===== config.mk =====
export PLATFORM = sky130hd
export DESIGN_NAME = button_debouncer
export DESIGN_NICKNAME = d
export VERILOG_FILES = /design/src/rtl/button_debouncer.sv
export SDC_FILE = /design/constraint.sdc
export NUM_CORES = 1
export LEC_CHECK = 0
export BUFFER_PORTS_ARGS = -buffer_cell sky130_fd_sc_hd__buf_2
export CORE_MARGIN = 2
export CORE_UTILIZATION = 64
export CTS_BUF_LIST = sky130_fd_sc_hd__clkbuf_2 sky130_fd_sc_hd__clkbuf_4 sky130_fd_sc_hd__clkbuf_8
export CTS_CLUSTER_DIAMETER = 40
export DETAILED_ROUTE_END_ITERATION = 7
export PLACE_DENSITY = 0.87
export SYNTH_ARGS = -nofsm -noshare
export SYNTH_HDL_FRONTEND = slang
export SYNTH_SLANG_ARGS = --single-unit

===== constraint.sdc =====
create_clock -name clk_main -period 2.6 [get_ports clk_main]
set_clock_uncertainty 0.1 [all_clocks]
set_input_delay 0.39 -clock clk_main [delete_from_list [all_inputs] [get_ports clk_main]]
set_output_delay 0.39 -clock clk_main [all_outputs]
set_load 0.005 [all_outputs]

===== src/rtl/button_debouncer.sv =====
// ---------------------------------------------------------------------------
// button_debouncer
//
// Purpose:
//   Input-side conditioning for the board push buttons (BTN0..3) and DIP
//   switches (SW0..3). Each raw, asynchronous and bouncy input is brought
//   into clk_main through a two-flop synchroniser. It is then debounced by a
//   consecutive-sample counter that advances only on sample_tick, normally an
//   NCO pulse of about 1 kHz. The block produces a clean level per channel
//   plus one-cycle rise/fall pulses for the top level.
//
// Optional feature (compile-time macro BUTTON_DEBOUNCER_LONG_PRESS_EN):
//   When defined, each channel gets a hold counter. long_press pulses once per
//   press after level_out has been high for LONG_PRESS_TICKS sample ticks.
//   When undefined, long_press is tied low and no hold counters exist. The
//   port list is the same in both builds.
//
// Parameters:
//   NUM_INPUTS        number of channels (0..3 = BTN0..3, 4..7 = SW0..3)
//   DEBOUNCE_TICKS    consecutive differing samples needed to accept a new
//                     level (1..255)
//   LONG_PRESS_TICKS  ticks with level high before long_press fires (>= 1)
//
// Ports:
//   clk_main     in   1           system clock
//   reset_n      in   1           asynchronous active-low reset (all flops)
//   sample_tick  in   1           one-cycle sample enable; tie high for
//                                 clock-rate debouncing
//   raw_in       in   NUM_INPUTS  unsynchronised raw levels, active-high
//   level_out    out  NUM_INPUTS  debounced level per channel
//   rise_pulse   out  NUM_INPUTS  one-cycle pulse when level_out goes 0->1
//   fall_pulse   out  NUM_INPUTS  one-cycle pulse when level_out goes 1->0
//   any_change   out  1           OR of rise_pulse and fall_pulse
//   long_press   out  NUM_INPUTS  one-cycle pulse per long hold (optional)
// ---------------------------------------------------------------------------
module button_debouncer #(
    parameter int NUM_INPUTS       = 8,
    parameter int DEBOUNCE_TICKS   = 16,
    parameter int LONG_PRESS_TICKS = 1000
) (
    input  logic                  clk_main,
    input  logic                  reset_n,
    input  logic                  sample_tick,
    input  logic [NUM_INPUTS-1:0] raw_in,
    output logic [NUM_INPUTS-1:0] level_out,
    output logic [NUM_INPUTS-1:0] rise_pulse,
    output logic [NUM_INPUTS-1:0] fall_pulse,
    output logic                  any_change,
    output logic [NUM_INPUTS-1:0] long_press
);

    // Elaboration-time guard on the legal parameter ranges.
    if (DEBOUNCE_TICKS < 1 || DEBOUNCE_TICKS > 255 || LONG_PRESS_TICKS < 1) begin : g_param_check
        $error("button_debouncer: DEBOUNCE_TICKS must be 1..255 and LONG_PRESS_TICKS >= 1");
    end

    localparam int               CNT_W    = $clog2(DEBOUNCE_TICKS + 1);
    localparam logic [CNT_W-1:0] CNT_LAST = CNT_W'(DEBOUNCE_TICKS - 1);

    // Settling counter advance. It never passes CNT_LAST because reaching
    // CNT_LAST with a differing sample accepts the level and clears it.
    function automatic logic [CNT_W-1:0] cnt_step(input logic [CNT_W-1:0] cnt);
        return cnt + CNT_W'(1);
    endfunction

    logic [NUM_INPUTS-1:0]            r_sync_p0;
    logic [NUM_INPUTS-1:0]            r_sync_p1;
    logic [NUM_INPUTS-1:0][CNT_W-1:0] r_cnt_p2;
    logic [NUM_INPUTS-1:0]            r_level_p2;
    logic [NUM_INPUTS-1:0]            r_rise_p2;
    logic [NUM_INPUTS-1:0]            r_fall_p2;
    logic                             r_any_p2;

    logic [NUM_INPUTS-1:0][CNT_W-1:0] w_cnt_nxt;
    logic [NUM_INPUTS-1:0]            w_level_nxt;
    logic [NUM_INPUTS-1:0]            w_rise_nxt;
    logic [NUM_INPUTS-1:0]            w_fall_nxt;

    // ---- Stage p0/p1: two-flop synchroniser; only r_sync_p1 is used below
    always_ff @(posedge clk_main or negedge reset_n) begin
        if (!reset_n) begin
            r_sync_p0 <= '0;
            r_sync_p1 <= '0;
        end else begin
            r_sync_p0 <= raw_in;
            r_sync_p1 <= r_sync_p0;
        end
    end

    // ---- Stage p2: per-channel debounce. cnt==0 is STABLE, cnt>0 is SETTLING.
    // A sample matching the current level aborts settling, so only an
    // unbroken run of DEBOUNCE_TICKS differing samples flips the level.
    always_comb begin
        w_cnt_nxt   = r_cnt_p2;
        w_level_nxt = r_level_p2;
        w_rise_nxt  = '0;
        w_fall_nxt  = '0;
        for (int i = 0; i < NUM_INPUTS; i++) begin
            if (sample_tick) begin
                if (r_sync_p1[i] == r_level_p2[i]) begin
                    w_cnt_nxt[i] = '0;
                end else if (r_cnt_p2[i] == CNT_LAST) begin
                    w_cnt_nxt[i]   = '0;
                    w_level_nxt[i] = r_sync_p1[i];
                    w_rise_nxt[i]  = r_sync_p1[i];
                    w_fall_nxt[i]  = ~r_sync_p1[i];
                end else begin
                    w_cnt_nxt[i] = cnt_step(r_cnt_p2[i]);
                end
            end
        end
    end

    // Pulses are registered on the same edge as the level, so each pulse
    // coincides with the first cycle the new level is visible.
    always_ff @(posedge clk_main or negedge reset_n) begin
        if (!reset_n) begin
            r_cnt_p2   <= '0;
            r_level_p2 <= '0;
            r_rise_p2  <= '0;
            r_fall_p2  <= '0;
            r_any_p2   <= 1'b0;
        end else begin
            r_cnt_p2   <= w_cnt_nxt;
            r_level_p2 <= w_level_nxt;
            r_rise_p2  <= w_rise_nxt;
            r_fall_p2  <= w_fall_nxt;
            r_any_p2   <= |(w_rise_nxt | w_fall_nxt);
        end
    end

    assign level_out  = r_level_p2;
    assign rise_pulse = r_rise_p2;
    assign fall_pulse = r_fall_p2;
    assign any_change = r_any_p2;

`ifdef BUTTON_DEBOUNCER_LONG_PRESS_EN
    localparam int                HOLD_W    = $clog2(LONG_PRESS_TICKS + 1);
    localparam logic [HOLD_W-1:0] HOLD_MAX  = HOLD_W'(LONG_PRESS_TICKS);
    localparam logic [HOLD_W-1:0] HOLD_PRE  = HOLD_W'(LONG_PRESS_TICKS - 1);

    // Saturating hold-counter increment: parks at HOLD_MAX so a press held
    // indefinitely reports exactly once.
    function automatic logic [HOLD_W-1:0] hold_sat_inc(input logic [HOLD_W-1:0] hold);
        if (hold >= HOLD_MAX) begin
            return HOLD_MAX;
        end
        return hold + HOLD_W'(1);
    endfunction

    logic [NUM_INPUTS-1:0][HOLD_W-1:0] r_hold_p3;
    logic [NUM_INPUTS-1:0]             r_long_p3;
    logic [NUM_INPUTS-1:0][HOLD_W-1:0] w_hold_nxt;
    logic [NUM_INPUTS-1:0]             w_long_nxt;

    // ---- Stage p3: hold timing on the debounced level
    always_comb begin
        w_hold_nxt = r_hold_p3;
        w_long_nxt = '0;
        for (int i = 0; i < NUM_INPUTS; i++) begin
            if (!r_level_p2[i]) begin
                w_hold_nxt[i] = '0;
            end else if (sample_tick && (r_hold_p3[i] != HOLD_MAX)) begin
                w_hold_nxt[i] = hold_sat_inc(r_hold_p3[i]);
                // Fire on the tick that takes the counter onto HOLD_MAX.
                w_long_nxt[i] = (r_hold_p3[i] == HOLD_PRE);
            end
        end
    end

    always_ff @(posedge clk_main or negedge reset_n) begin
        if (!reset_n) begin
            r_hold_p3 <= '0;
            r_long_p3 <= '0;
        end else begin
            r_hold_p3 <= w_hold_nxt;
            r_long_p3 <= w_long_nxt;
        end
    end

    assign long_press = r_long_p3;
`else
    assign long_press = '0;
`endif

endmodule

# Yosys cells after proc, flatten, opt, wreduce, memory -nomap -nowiden
# Index checks and enable logic that the tools add are counted.
# word_totals
ff_bits	81
inputBits	11
# classes
n_mux	64
addsub	8
eq_ne	16
reduce_logical	9
bitwise_logic	17
# ops
op	count
two-way mux 5 bit	16
two-way mux 1 bit	48
adder 5 x 1 -> 5 bit (second input constant)	8
equality test 5 x 4 -> 1 bit (second input constant)	8
AND reduction 3 bit	8
NOT 1 bit	16
equality test 1 bit	8
OR 8 bit	1
OR reduction 8 bit	1

# Logic depth before layout (Yosys ltp)
# depth
depth_word	6
depth_mapped	6
mapped_depth_nobuf	5

# Worst setup path after synthesis
# Ideal clock, no wire load.
# synth_timing
path_type	register -> register
from	register r_cnt_p2[35] in the netlist's numbering
to	register r_any_p2 (netlist: any_change)
path_stages_with_launch	6
arrival_time_ns	1.415
path_buffers	0
setup_time_ns	0.138
setup_slack_ns	0.947
required_time_ns	2.362
path_cell_list	dfrtp_1 ha_1 and4b_1 nand3_1 nand2_1 or4_1
# synth_between
elab_chain_cells	6
# synth_lines
element	line_no	rtl
start, declared	68	logic [NUM_INPUTS-1:0][CNT_W-1:0] r_cnt_p2;
start signal, assigned	124	r_cnt_p2 <= w_cnt_nxt;
equality test 5 x 4 -> 1 bit (*)	102	end else if (r_cnt_p2[i] == CNT_LAST) begin
two-way mux 1 bit	102	
two-way mux 1 bit	100	if (r_sync_p1[i] == r_level_p2[i]) begin
two-way mux 1 bit	99	if (sample_tick) begin
OR 8 bit (*)	128	r_any_p2 <= |(w_rise_nxt | w_fall_nxt);
OR reduction 8 bit (*)	128	
end signal, assigned	128	
end, declared	72	logic r_any_p2;
# Every way passes the cells marked *; elsewhere a longest branch is shown, timed or not.
# A chain may end at the register's enable or synchronous reset.

# Final worst setup path
# layout_timing
from	register r_sync_p1[2]
to	register r_level_p2[2] (netlist: level_out[2])
# layout_between
elab_chain_cells	3
# layout_lines
element	line_no	rtl
start, declared	67	logic [NUM_INPUTS-1:0] r_sync_p1;
start signal, assigned	86	r_sync_p1 <= r_sync_p0;
equality test 1 bit	100	
NOT 1 bit (no source line)	--	
AND reduction 3 bit (no source line)	--	
end signal, assigned	125	r_level_p2 <= w_level_nxt;
end, declared	69	logic [NUM_INPUTS-1:0] r_level_p2;
# Parallel ways exist; a longest one is shown, timed or not.

==> flow_summary_export.csv <==
group,metric,value,unit
logic_synthesis,ys_ff_latch,81,
timing,hold_viol_final,0,
logic_synthesis,synth_cells,271,
timing,timing.hold.ws,0.04208,ns
grt,antenna_violations_before_repair,0,
setup_path,reg2regPathDepth,4,
floorplan,placeableCoreArea,0.005075,mm^2
drt,first_pass_iters,4,
grt,global_route_wire_length_before_repair,9.225,mm
outcome,run_status,"finished clean",
floorplan,die_area,0.005803,mm^2
drt,detail_route.iter0.violations,167,
timing,fin_crit_sh,72.44,%
layout,final_common_cell,"dfrtp_1",
layout,fraction_of_final_layout_cells_with_drive_strength_greater_than_1,20.50,%
logic_synthesis,post_synth_instance_area,0.003334,mm^2
timing,finalSetupTns,0,ns
drt,wl_per_cell,14.15,um
logic_synthesis,mean_instance_size_in_the_synthesized_netlist,12.30,um^2
timing,transition_at_the_pin_with_the_smallest_max_transition_slack,0.5947,ns
timing,report.final.slew_viol_count,0,
layout,insertedDiodeCount,0,
cts,tritoncts_clock_tree,"done",
run,max_cap_viol_count,0,
drt,wl,5.475,mm
logic_synthesis,yosysUniqueCellTypes,39,
power_and_ir_drop,power_density,668.1,mW/mm^2
cts,max-clock-path-buffers,2,
power_and_ir_drop,maximum_ir_drop_on_the_vdd_rail,0.3892,mV
timing,clock.fmax,0.5309,GHz
cts,post_cts.repair.setup_buffers,0,
drt,route.antenna.remaining_nets,0,
grt,overflow,0,
setup_path,end_kind,"register",
drt,vias_per_cell,5.475,
hold_path,holdPathStages,1,
cts,clk-insertion-delay-late,0.35,ns
hold_path,worst_hold_path_type,"in2reg",
setup_path,critical_path_peak_fanout,4,
cts,clk_pin_slew,0.08,ns
place,buffer_ports.inserted,35,
cts,cts_buffers,9,
setup_path,timing.setup.critical_path_class,"reg2reg",
timing,grt_setup_unrepaired,"false",
logic_synthesis,synth_top_flop_cell,"dfrtp_1",
logic_synthesis,synth-seq-area-share,60.79,%
place,gp_congestion,0.8606,
layout,fillCellCount,350,
drt,detail_route.drc_violations,0,
layout,layout-area-overhead-vs-synth,13.70,%
grt,total_grt_usage,20.60,%
timing,final_period_minus_worst_setup_slack,1.883,ns
floorplan,die_width,76.18,um
cts,cts_num_sinks,81,
logic_synthesis,async_flop_share,100.0,%
layout,finalNetCount,332,
place,dp.final_hpwl,3.628,mm
drt,via_count,2119,
floorplan,initial_utilization,65.71,%
setup_path,timing.reg2reg.setup_slack,0.72,ns
grt,grt_start_max_net_pins,45,
setup_path,critical_path_required,2.74,ns
logic_synthesis,count_of_synthesis_stage_warnings_from_yosys,0,
setup_path,worst_setup_path_start_kind,"register",
timing,slew_headroom,60.35,%
layout,commonest_cells_after_routing_fill_and_taps_aside,"dfrtp_1 (81), buf_2 (34), nand3_1 (26)",
logic_synthesis,number_of_enable_type_register_cells_in_the_synthesized_netlist,0,
cts,clockRootBuffer,"clkbuf_8",
cts,post_cts.resized_instances,0,
floorplan,ioPinCount,44,
floorplan,fp-row-count,26,
layout,finish.utilization,74.70,%
grt,via_count_of_the_first_global_routing_pass,2049,
power_and_ir_drop,power_leakage,1.977,nW
floorplan,die_h,76.18,um
setup_path,arr_time_crit_path,2.02,ns
cts,max_h_tree_level,3,
timing,setup_viol,0,
[worst max-delay path: stages (launching register included)]
cell,delay [ns]
dfrtp_1,0.43
xor2_1,0.30
nand2_1,0.15
nor3_1,0.41
mux2_2,0.39
[final timing paths]
| check | startpoint | endpoint |
|---|---|---|
| worst max register to register | r_sync_p1[2]$_DFF_PN0_ | level_out[2]$_DFFE_PN0P_ |
| worst min register to register | r_sync_p0[2]$_DFF_PN0_ | r_sync_p1[2]$_DFF_PN0_ |
| min in group asynchronous | reset_n | level_out[6]$_DFFE_PN0P_ |
| worst max-delay path | r_sync_p1[2]$_DFF_PN0_ | level_out[2]$_DFFE_PN0P_ |
| max in group asynchronous | reset_n | r_sync_p0[0]$_DFF_PN0_ |
| worst min-delay path | raw_in[1] | r_sync_p0[1]$_DFF_PN0_ |
[report_power, final]
group	internal (mW)	leakage [nW]	total, mW	switching [mW]
logic	0.0720	0.788	0.169	0.0967
registers	1.31	1.08	1.36	0.0504
clock network	0.582	0.113	1.00	0.419
[what timing repair did]
action | 4_1_cts | 5_1_grt
setup endpoints to repair | 0 | 0
hold endpoints to repair | 43 | 0
hold buffers | 1 | 0
[layout make-up]
class	count	area, um^2	share of cell area, %
tap	70	87.58	2.310
multi-input combinational	170	1195	31.52
sequential	81	2027	53.47
clock buffer	12	152.6	4.026
clock inverter	3	65.06	1.716
inverter	13	48.80	1.287
timing repair buffer	38	215.2	5.677
[routing by layer]
layer  vias up  routed length (um)  global-route usage, %
met3        14                 245                  5.450
met4         0                 107                  11.64
met2        56                2767                  33.57
met5         -                   0                      0
li1       1013                   -                      -
met1      1036                2355                  25.12
[synthesized netlist by cell type, types with 2 or more instances]
library cell	n	area share, %
mux2i_1	14	4.2
nor2_1	12	1.4
nand3_1	26	3.9
dfrtp_1	81	61
nor2b_1	7	1.3
inv_1	12	1.4
o21a_1	7	1.6
nor3_1	2	0.30
mux2_2	3	1.0
a21oi_1	8	1.2
xor2_1	14	3.7
nand2_1	11	1.2
buf_4	9	2.0
o2bb2ai_1	13	3.4
ha_1	8	3.0
buf_2	3	0.45
buf_1	2	0.23
o21ai_0	3	0.45
a21o_1	6	1.4
a31oi_1	2	0.38
and4b_1	6	1.8
or2_2	5	0.94
[metrics by stage]
stage | cell area (um^2) | power (mW) | cells | worst slack [ns]
floorplan | 3361 | 1.496 | 278 | 0.9466
global placement | 3563 | 1.542 | 371 | 0.6867
detailed placement | 3563 | 1.554 | 371 | 0.5537
CTS | 3791 | 2.549 | 387 | 0.6913
global route | 3791 | 2.635 | 387 | 0.5790
finish | 3791 | 2.533 | 387 | 0.7165
[state kept, by name, summed over array words and instances, names as in the netlist]
name        count
level_out       8
rise_pulse      8
r_cnt_p2       40
r_sync_p1       8
any_change      1
fall_pulse      8
r_sync_p0       8
[cell families (layout without fill, tap and decap cells)]
group           Yosys count  in the layout  synth area share [%]
flops                    81             81                 60.79
other cells               1              8                0.1125
mux                      17             17                 5.216
compound gates           43             43                 9.418
simple gates             79             79                 13.36
xor+xnor                 15             15                 3.940
fa+ha+maj                 8              8                 3.002
buf+inv                  27             66                 4.165
Note: power is estimated with default switching activity, not from simulation.
